==> config.mk <==
export PLATFORM = sky130hd
export DESIGN_NAME = timer_display
export DESIGN_NICKNAME = d
export VERILOG_FILES = /design/src/rtl/wam_pkg.sv /design/src/rtl/seg7_decoder.sv /design/src/rtl/timer_display.sv
export SDC_FILE = /design/constraint.sdc
export NUM_CORES = 1
export LEC_CHECK = 0
export CAP_MARGIN = 10
export CORE_MARGIN = 4
export CORE_UTILIZATION = 50
export CTS_CLUSTER_SIZE = 12
export DETAILED_ROUTE_END_ITERATION = 6
export PLACE_DENSITY = 0.78
export REMOVE_ABC_BUFFERS = 1
export SYNTH_ARGS = -nofsm -noshare
export SYNTH_HDL_FRONTEND = slang
export SYNTH_SLANG_ARGS = --single-unit
==> constraint.sdc <==
create_clock -name clk -period 2 [get_ports clk]
set_input_delay 0.6 -clock clk [delete_from_list [all_inputs] [get_ports clk]]
set_output_delay 0.6 -clock clk [all_outputs]
set_load 0.05 [all_outputs]
==> src/rtl/wam_pkg.sv <==
// rtl/wam_pkg.sv - shared types and constants for the timer display
// Purpose: conversion FSM state encoding, blank and digit segment codes,
//   and the double-dabble nibble correction helper.
// Ports: none (package).
package wam_pkg;

  typedef enum logic [1:0] {
    IDLE   = 2'd0,
    LOAD   = 2'd1,
    SHIFT  = 2'd2,
    UPDATE = 2'd3
  } state_t;

  // Segment patterns are active-low, bit order {g,f,e,d,c,b,a}.
  localparam logic [6:0] SEG_BLANK = 7'h7F;
  localparam logic [6:0] SEG_0     = 7'h40;
  localparam logic [6:0] SEG_1     = 7'h79;
  localparam logic [6:0] SEG_2     = 7'h24;
  localparam logic [6:0] SEG_3     = 7'h30;
  localparam logic [6:0] SEG_4     = 7'h19;
  localparam logic [6:0] SEG_5     = 7'h12;
  localparam logic [6:0] SEG_6     = 7'h02;
  localparam logic [6:0] SEG_7     = 7'h78;
  localparam logic [6:0] SEG_8     = 7'h00;
  localparam logic [6:0] SEG_9     = 7'h10;

  localparam int BIN_W     = 6;
  localparam int SCRATCH_W = 8 + BIN_W;
  localparam logic [2:0] SHIFT_STEPS = 3'd6;

  // A nibble of 5 or more would overflow past 9 once doubled, so it is
  // pre-corrected by 3 before the shift.
  function automatic logic [3:0] dabble_adj(input logic [3:0] nib);
    return (nib >= 4'd5) ? nib + 4'd3 : nib;
  endfunction

endpackage

==> src/rtl/seg7_decoder.sv <==
// rtl/seg7_decoder.sv - BCD digit to active-low 7-segment pattern
// Purpose: combinational decode of one BCD digit; codes above 9 blank the digit.
// Ports:
//   bcd  in  4  BCD digit
//   seg  out 7  segments {g..a}, active-low
module seg7_decoder
  import wam_pkg::*;
(
  input  logic [3:0] bcd,
  output logic [6:0] seg
);

  always_comb begin
    seg = SEG_BLANK;
    case (bcd)
      4'd0: seg = SEG_0;
      4'd1: seg = SEG_1;
      4'd2: seg = SEG_2;
      4'd3: seg = SEG_3;
      4'd4: seg = SEG_4;
      4'd5: seg = SEG_5;
      4'd6: seg = SEG_6;
      4'd7: seg = SEG_7;
      4'd8: seg = SEG_8;
      4'd9: seg = SEG_9;
      default: seg = SEG_BLANK;
    endcase
  end

endmodule

==> src/rtl/timer_display.sv <==
// rtl/timer_display.sv - seconds-remaining to two-digit 7-segment display
// Purpose: tracks the countdown value, converts it to BCD with a sequential
//   double-dabble engine, drives two active-low digits and pulses game_over
//   when the count falls to zero during a game.
// Optional feature: define BLINK_LAST_TEN_EN to blink both digits during
//   the last ten seconds of a game (half-period BLINK_DIV clk cycles).
// Ports:
//   clk           in   1  system clock
//   reset         in   1  asynchronous, active-high reset
//   start_game    in   1  game running; qualifies game_over and blink
//   seconds_left  in   6  countdown value 0..63
//   hex_tens      out  7  tens digit segments {g..a}, active-low
//   hex_ones      out  7  ones digit segments {g..a}, active-low
//   busy          out  1  conversion in progress
//   game_over     out  1  one-cycle pulse when the count reaches zero in a game
module timer_display
  import wam_pkg::*;
#(
  parameter int BLINK_DIV = 12_500_000
) (
  input  logic       clk,
  input  logic       reset,
  input  logic       start_game,
  input  logic [5:0] seconds_left,
  output logic [6:0] hex_tens,
  output logic [6:0] hex_ones,
  output logic       busy,
  output logic       game_over
);

  state_t                 state;
  state_t                 state_next;
  logic [BIN_W-1:0]       last_val;
  logic                   pending;
  logic                   changed;
  logic [SCRATCH_W-1:0]   scratch;
  logic [SCRATCH_W-1:0]   adjusted;
  logic [SCRATCH_W-1:0]   shifted;
  logic [2:0]             bit_cnt;
  logic [6:0]             seg_tens;
  logic [6:0]             seg_ones;
  logic [6:0]             hex_tens_q;
  logic [6:0]             hex_ones_q;

  // last_val always holds the previous cycle's sample, so it doubles as the
  // "previous sample" for the game_over edge detect.
  assign changed = (seconds_left != last_val);

  assign adjusted = {dabble_adj(scratch[13:10]), dabble_adj(scratch[9:6]), scratch[5:0]};
  assign shifted  = adjusted << 1;

  seg7_decoder u_dec_tens (.bcd(scratch[13:10]), .seg(seg_tens));
  seg7_decoder u_dec_ones (.bcd(scratch[9:6]),   .seg(seg_ones));

  always_ff @(posedge clk or posedge reset) begin
    if (reset) state <= IDLE;
    else       state <= state_next;
  end

  // A change seen while idle starts the conversion in the same cycle; LOAD
  // then picks up last_val, which has already captured the new value.
  always_comb begin
    state_next = state;
    case (state)
      IDLE:    if (pending || changed) state_next = LOAD;
      LOAD:    state_next = SHIFT;
      SHIFT:   if (bit_cnt == 3'd1) state_next = UPDATE;
      UPDATE:  state_next = IDLE;
      default: state_next = IDLE;
    endcase
  end

  always_ff @(posedge clk or posedge reset) begin
    if (reset) begin
      last_val   <= '0;
      pending    <= 1'b1;
      scratch    <= '0;
      bit_cnt    <= '0;
      hex_tens_q <= SEG_BLANK;
      hex_ones_q <= SEG_BLANK;
      busy       <= 1'b0;
      game_over  <= 1'b0;
    end else begin
      if (changed) last_val <= seconds_left;

      // Leaving IDLE consumes any request; a change arriving mid-conversion
      // is remembered and only the newest value survives in last_val.
      if (state == IDLE)  pending <= 1'b0;
      else if (changed)   pending <= 1'b1;

      busy      <= (state_next != IDLE);
      game_over <= start_game && (seconds_left == '0) && (last_val != '0);

      case (state)
        LOAD: begin
          scratch <= {8'b0, last_val};
          bit_cnt <= SHIFT_STEPS;
        end
        SHIFT: begin
          scratch <= shifted;
          bit_cnt <= bit_cnt - 3'd1;
        end
        UPDATE: begin
          hex_tens_q <= seg_tens;
          hex_ones_q <= seg_ones;
        end
        default: ;
      endcase
    end
  end

`ifdef BLINK_LAST_TEN_EN
  localparam int CNT_W = $clog2(BLINK_DIV + 1);

  logic [CNT_W-1:0] blink_cnt;
  logic             blink_phase;
  logic             blink_zone;

  assign blink_zone = start_game && (last_val >= 6'd1) && (last_val <= 6'd10);

  always_ff @(posedge clk or posedge reset) begin
    if (reset) begin
      blink_cnt   <= '0;
      blink_phase <= 1'b0;
    end else if (!blink_zone) begin
      blink_cnt   <= '0;
      blink_phase <= 1'b0;
    end else if (blink_cnt == CNT_W'(BLINK_DIV - 1)) begin
      blink_cnt   <= '0;
      blink_phase <= ~blink_phase;
    end else begin
      blink_cnt   <= blink_cnt + 1'b1;
    end
  end

  assign hex_tens = (blink_zone && blink_phase) ? SEG_BLANK : hex_tens_q;
  assign hex_ones = (blink_zone && blink_phase) ? SEG_BLANK : hex_ones_q;
`else
  assign hex_tens = hex_tens_q;
  assign hex_ones = hex_ones_q;
`endif

endmodule

Word-level counts from Yosys, hierarchy flattened
Memory sizes are Yosys's and may differ from the RTL's. A register that Yosys moved wholly into a read port is not among the register bits.
Index checks and enable logic that the tools add are counted.
{"block": "totals", "n_memories": 2, "ff_bits": 28, "word_cells": 37, "romBits": 224, "output_inout_bits": 16}
{"memory": "(no name shown)", "depth": 16, "word_bits": 7, "read_ports": 1, "rd_ports_with_merged_regs": 1, "write_ports": 0, "line": "seg7_decoder.sv:15", "source": "case (bcd)"}
{"memory": "(no name shown)", "depth": 16, "word_bits": 7, "read_ports": 1, "rd_ports_with_merged_regs": 1, "write_ports": 0, "line": "seg7_decoder.sv:15"}
{"block": "op_classes", "eq_ne": 5, "reduce_logical": 9, "muxes": 9, "order_cmp": 2, "addsub": 3}
{"cell": "14-bit one-hot mux with 2 select lines", "n": 1}
{"cell": "4-bit by 3-bit greater-or-equal comparator with 1-bit output (second input constant)", "n": 2}
{"cell": "2-bit one-hot mux with 4 select lines", "n": 1}
{"cell": "6-bit logical NOT", "n": 1}
{"cell": "6-bit != test", "n": 1}
{"cell": "3-bit one-hot mux with 2 select lines", "n": 1}
{"cell": "2-bit nonzero test", "n": 3}
{"cell": "6-bit nonzero test", "n": 1}
{"cell": "4-bit by 2-bit adder with 4-bit output (second input constant)", "n": 1}
{"cell": "2-bit equality test (second input constant)", "n": 2}
{"cell": "2-bit two-way mux", "n": 2}
{"cell": "4-bit two-way mux", "n": 1}
{"cell": "3-bit by 2-bit adder with 3-bit output (second input constant)", "n": 1}
{"cell": "3-bit by 1-bit equality test with 1-bit output (second input constant)", "n": 1}
{"cell": "3-bit two-way mux", "n": 1}
{"cell": "3-bit by 1-bit subtractor with 3-bit output (second input constant)", "n": 1}
{"cell": "2-bit by 1-bit equality test with 1-bit output (second input constant)", "n": 1}
{"cell": "1-bit logical AND", "n": 2}
{"cell": "2-bit logical NOT", "n": 1}
{"cell": "1-bit two-way mux", "n": 2}
{"cell": "1-bit logical OR", "n": 1}

Depth between registers and ports, before layout
Gate-level depths: netlist of the first run.
{"block": "depth", "ltp_word": 5, "depth_mapped": 6, "depth_no_buf": 6}

Hierarchy
Synthesis of the first run repeated with hierarchy kept, for this count alone.
{"block": "hier_totals", "hier_cells": 227, "hier_area_um2": 2338.5}
{"mod": "timer_display", "cells_per_inst": 161, "area_per_inst_um2": 1918.1, "seq_area_each_um2": 1069.8, "instances": 1}
{"mod": "seg7_decoder", "cells_per_inst": 33, "area_per_inst_um2": 210.2, "seq_area_each_um2": 0.0, "instances": 2}

Worst setup path before layout of the first run
Ideal clock, no wire load.
{"block": "synth_path", "kind": "register -> register", "startpoint": "register scratch[11]", "endpoint": "register scratch[13]", "n_path_buf": 0, "period_less_slack_ns": 1.523, "stages_incl_launch_ff": 7, "slack_ns": 0.477, "arrival_time_ns": 1.393, "t_required_ns": 1.871, "path_cell_list": "dfrtp_1 > inv_1 > ha_1 > ha_1 > o21bai_1 > a32oi_1 > o22ai_1"}
{"block": "synth_via", "elab_chain_cells": 3}
{"item": "from (decl)", "line": "timer_display.sv:36", "source": "logic [SCRATCH_W-1:0] scratch;"}
{"item": "from (signal assigned)", "line": "timer_display.sv:96", "source": "scratch <= {8'b0, last_val};"}
{"item": "from (signal assigned)", "line": "timer_display.sv:100", "source": "scratch <= shifted;"}
{"item": "4-bit by 3-bit greater-or-equal comparator with 1-bit output or 3-bit by 2-bit adder with 3-bit output (tied branches)", "line": "wam_pkg.sv:34", "source": "return (nib >= 4'd5) ? nib + 4'd3 : nib;"}
{"item": "3-bit two-way mux (*)", "line": "wam_pkg.sv:34"}
{"item": "14-bit one-hot mux with 2 select lines (*)", "line": "timer_display.sv:94", "source": "case (state)"}
Mark *: on every way between the ends. The rest lies on a longest branch, timed or not.
A chain may end at the register's enable or synchronous reset.

Worst setup path in the final report of the first run
{"block": "layout_path", "startpoint": "input port seconds_left[3]", "endpoint": "register busy"}
{"block": "layout_via", "elab_chain_cells": 5}
{"item": "from (decl)", "line": "timer_display.sv:24", "source": "input logic [5:0] seconds_left,"}
{"item": "6-bit != test", "line": "timer_display.sv:47", "source": "assign changed = (seconds_left != last_val);"}
{"item": "1-bit logical OR", "line": "timer_display.sv:65", "source": "IDLE: if (pending || changed) state_next = LOAD;"}
{"item": "2-bit two-way mux", "line": "timer_display.sv:65"}
{"item": "2-bit one-hot mux with 4 select lines", "line": "timer_display.sv:64", "source": "case (state)"}
{"item": "2-bit nonzero test", "line": "timer_display.sv:91", "source": "busy <= (state_next != IDLE);"}
{"item": "to (signal assigned)", "line": "timer_display.sv:91"}
{"item": "to (decl)", "line": "timer_display.sv:27", "source": "output logic busy,"}
No other way between the ends.

==> run summary, run 1 <==
Worst Hold Class - reg2reg
# rows - 23
R2R depth - 6
Post-cts hold buffer count - 0
Post-CTS setup buffer count - 0
DP Wirelength - 2.96 mm
Routed WL - 4.07 mm
Status - finished clean
Crit Path Max Fanout - 3
Vias - 1613
First-pass GRT wire length - 6.82 mm
Total of max-cap violations - 0
Yosys cell types - 42
1st-iter DRT viols - 128
CTS Buf Count - 5
CP max stage delay - 0.50 ns
CP arrival - 1.90 ns
WS Path Type - in2reg
Peak supply drop - 0.000815 V
Post-synth top flop - dfrtp_1
Clk pin slew, worst setup/hold paths - 0.08 ns
PwrDens - 1350 nW/µm²
Mapped Area - 2210 µm²
Final worst setup slack - 0.285 ns
Initial Util - 53.4%
Register area share after synthesis - 48.3%
Clock sink total - 42
Crit path required time - 2.19 ns
Area delta synth->final - 22.7%
Setup violators final - 0
CP Cell Sequence - clkdlybuf4s50_1 -> inv_1 -> a222oi_1 -> nand4_1 -> a21o_1
CTS tree - yes
Max-slew headroom - 72.6%
Vias in the first global route - 1521
Vias per inst - 5.52
Capturing point of the worst reg2reg path - scratch[13]
Reg2reg start - scratch[10]
Routed length per instance - 14.0 µm
Largest net degree at the start of global routing - 43
Ys Warns - 0
GPL Wtd Cong - 0.897
Setup Skew - 0.00649 ns
Antenna cells - 0
Initial antenna violation count - 0
Total power - 3660 µW
Fillers - 337
Clock Latency Late Sink - 0.29 ns
Static Leak - 0.00115 µW
Synth Instances - 220
Hold_ws - 0.493 ns
Pre-CTS setup slack - -0.0380 ns
Post-CTS sizing - 0
Final Core Density - 65.6%
Number of nets with antenna violations after routing - 0
Avg Cell Area, Syn - 10.1 µm²
Final hold vios - 0
Overall global routing resource usage - 15.9%
CP startpoint kind - input pin
Root Driver - clkbuf_8
Final non-filler cell area - 2720 µm²
Hold depth - 2
Longest Clk Path Bufs - 2
CP delay by family, top - compound AO/OA/AOI/OAI gates
Area after DPL - 2640 µm²
Least-Margin Pin Slew - 0.411 ns
Max-slew violation count - 0
CP Capture Type - flip-flop
Hold Path Sink - hex_ones[3]
IO Pins - 25
Core area - 4140 µm²
GRT Residual Overflow - 0
Hold path startpoint - hex_ones[3]
Share of cells above drive strength 1 - 20.2%
CP max-delay cell - clkdlybuf4s50_1
Die width - 74.6 µm
1st-pass router iterations - 4
Count of flip-flops with a built-in enable after synthesis - 0
Total die area - 5560 µm²
Fraction of registers with async set/reset - 100%
Drt drc - 0
F_max - 583 MHz
Post-layout nets - 265
Flop-to-flop setup slack - 0.31 ns
Fin crit period - 1.71 ns
FF+latch count, synth - 42
H-Tree Level Count - 2
Vert. Die Dim - 74.6 µm
RSZ-0062 raised after global routing - false
Worst path buffer plus inverter count - 2
Buffers added on ports - 24
Tcrit/Tclk final - 85.7%
## worst max path at each step
stage	startpoint	endpoint	slack (ns)	cells after the start
finish	seconds_left[3]	busy	0.29	5
CTS	seconds_left[0]	busy	0.29	4
global placement	seconds_left[0]	busy	0.06	4
global route	scratch[7]	scratch[9]	0.13	6
detailed placement	seconds_left[0]	busy	-0.04	4
floorplan	state[0]	scratch[10]	0.27	4
## state kept, by name, summed over array words and instances, names as in the netlist
register / cells
last_val: 6
scratch: 14
hex_ones: 7
hex_tens: 7
bit_cnt: 3
state: 2
busy: 1
game_over: 1
pending: 1
## layout make-up
class	count	area [µm²]	area share, %
tap	50	62.6	2.30
sequential	42	1070	39.4
timing repair buffer	30	433	15.9
multi-input combinational	135	971	35.7
clock buffer	8	80.1	2.95
inverter	27	101	3.73
## cells in the mapped netlist (all sizes together) (2+ instances only)
master	number	share of area, %
dfrtp	27	31
nor2	14	2.4
mux2i	8	3.6
ha	15	8.5
o32ai	2	0.79
a21o	4	1.4
nand2	5	0.85
a21oi	18	4.2
clkbuf	7	1.2
o2bb2ai	2	0.79
and2	2	0.56
o22ai	4	1.1
nand2b	3	0.85
mux2	5	2.5
nor2b	3	0.85
dfstp	15	18
nand3	2	0.45
o221ai	2	0.79
nand4	2	0.56
buf	9	2.1
o21ai	14	3.2
o211ai	3	1.0
a211oi	3	1.0
nor3	3	0.68
xnor2	6	2.4
inv	27	4.6
a31oi	3	0.85
## logic make-up after synthesis
group / synth area share, %
compound gates: 18.4
xor+xnor: 2.77
fa+ha+maj: 8.47
buf+inv: 7.85
flops: 48.3
mux: 6.16
simple gates: 8.08
## metal layers
metal / track usage [%] / wire, µm / vias up
met4: 3.56 / 29 / 0
met5: 0 / 0 / -
met1: 20.0 / 1880 / 779
met2: 26.8 / 2010 / 34
met3: 5.27 / 162 / 4
li1: - / - / 796
## layout by cell type, fill, tap and decap left out, types with 4 or more instances in the layout
cell / instances
buf_4: 7
dfrtp_1: 27
nor2_1: 14
ha_1: 15
buf_12: 15
a21oi_1: 17
o22ai_1: 4
clkbuf_8: 5
o21ai_0: 14
clkdlybuf4s50_1: 8
mux2_2: 5
dfstp_2: 15
a21o_1: 4
nand2_1: 5
inv_1: 27
xnor2_1: 6
mux2i_1: 8
## worst reg2reg max path: stages (launching register included)
cell	delay, ns
dfrtp_1	0.43
inv_1	0.17
ha_1	0.26
ha_1	0.27
o21bai_1	0.15
a32oi_1	0.20
o22ai_1	0.10
## power breakdown
| group | switching (µW) | internal (µW) |
|---|---|---|
| Sequential | 205 | 1140 |
| Clock | 268 | 248 |
| Combinational | 1030 | 774 |
## through the flow
step / std cells / setup TNS, ns
floorplan: 204 / 0
global placement: 284 / 0
detailed placement: 284 / -0.0620
CTS: 292 / 0
global route: 292 / 0
finish: 292 / 0
Note: power is estimated with default switching activity, not from simulation.
==> inputs of run 2 (changes only) <==
--- a/config.mk
+++ b/config.mk
@@ -5,6 +5,7 @@
 export SDC_FILE = /design/constraint.sdc
 export NUM_CORES = 1
 export LEC_CHECK = 0
+export ABC_CLOCK_PERIOD_IN_PS = 2000
 export CAP_MARGIN = 10
 export CORE_MARGIN = 4
 export CORE_UTILIZATION = 50
==> results of run 2 <==
The final DEF is identical to that of run 1; final timing and power are the same.
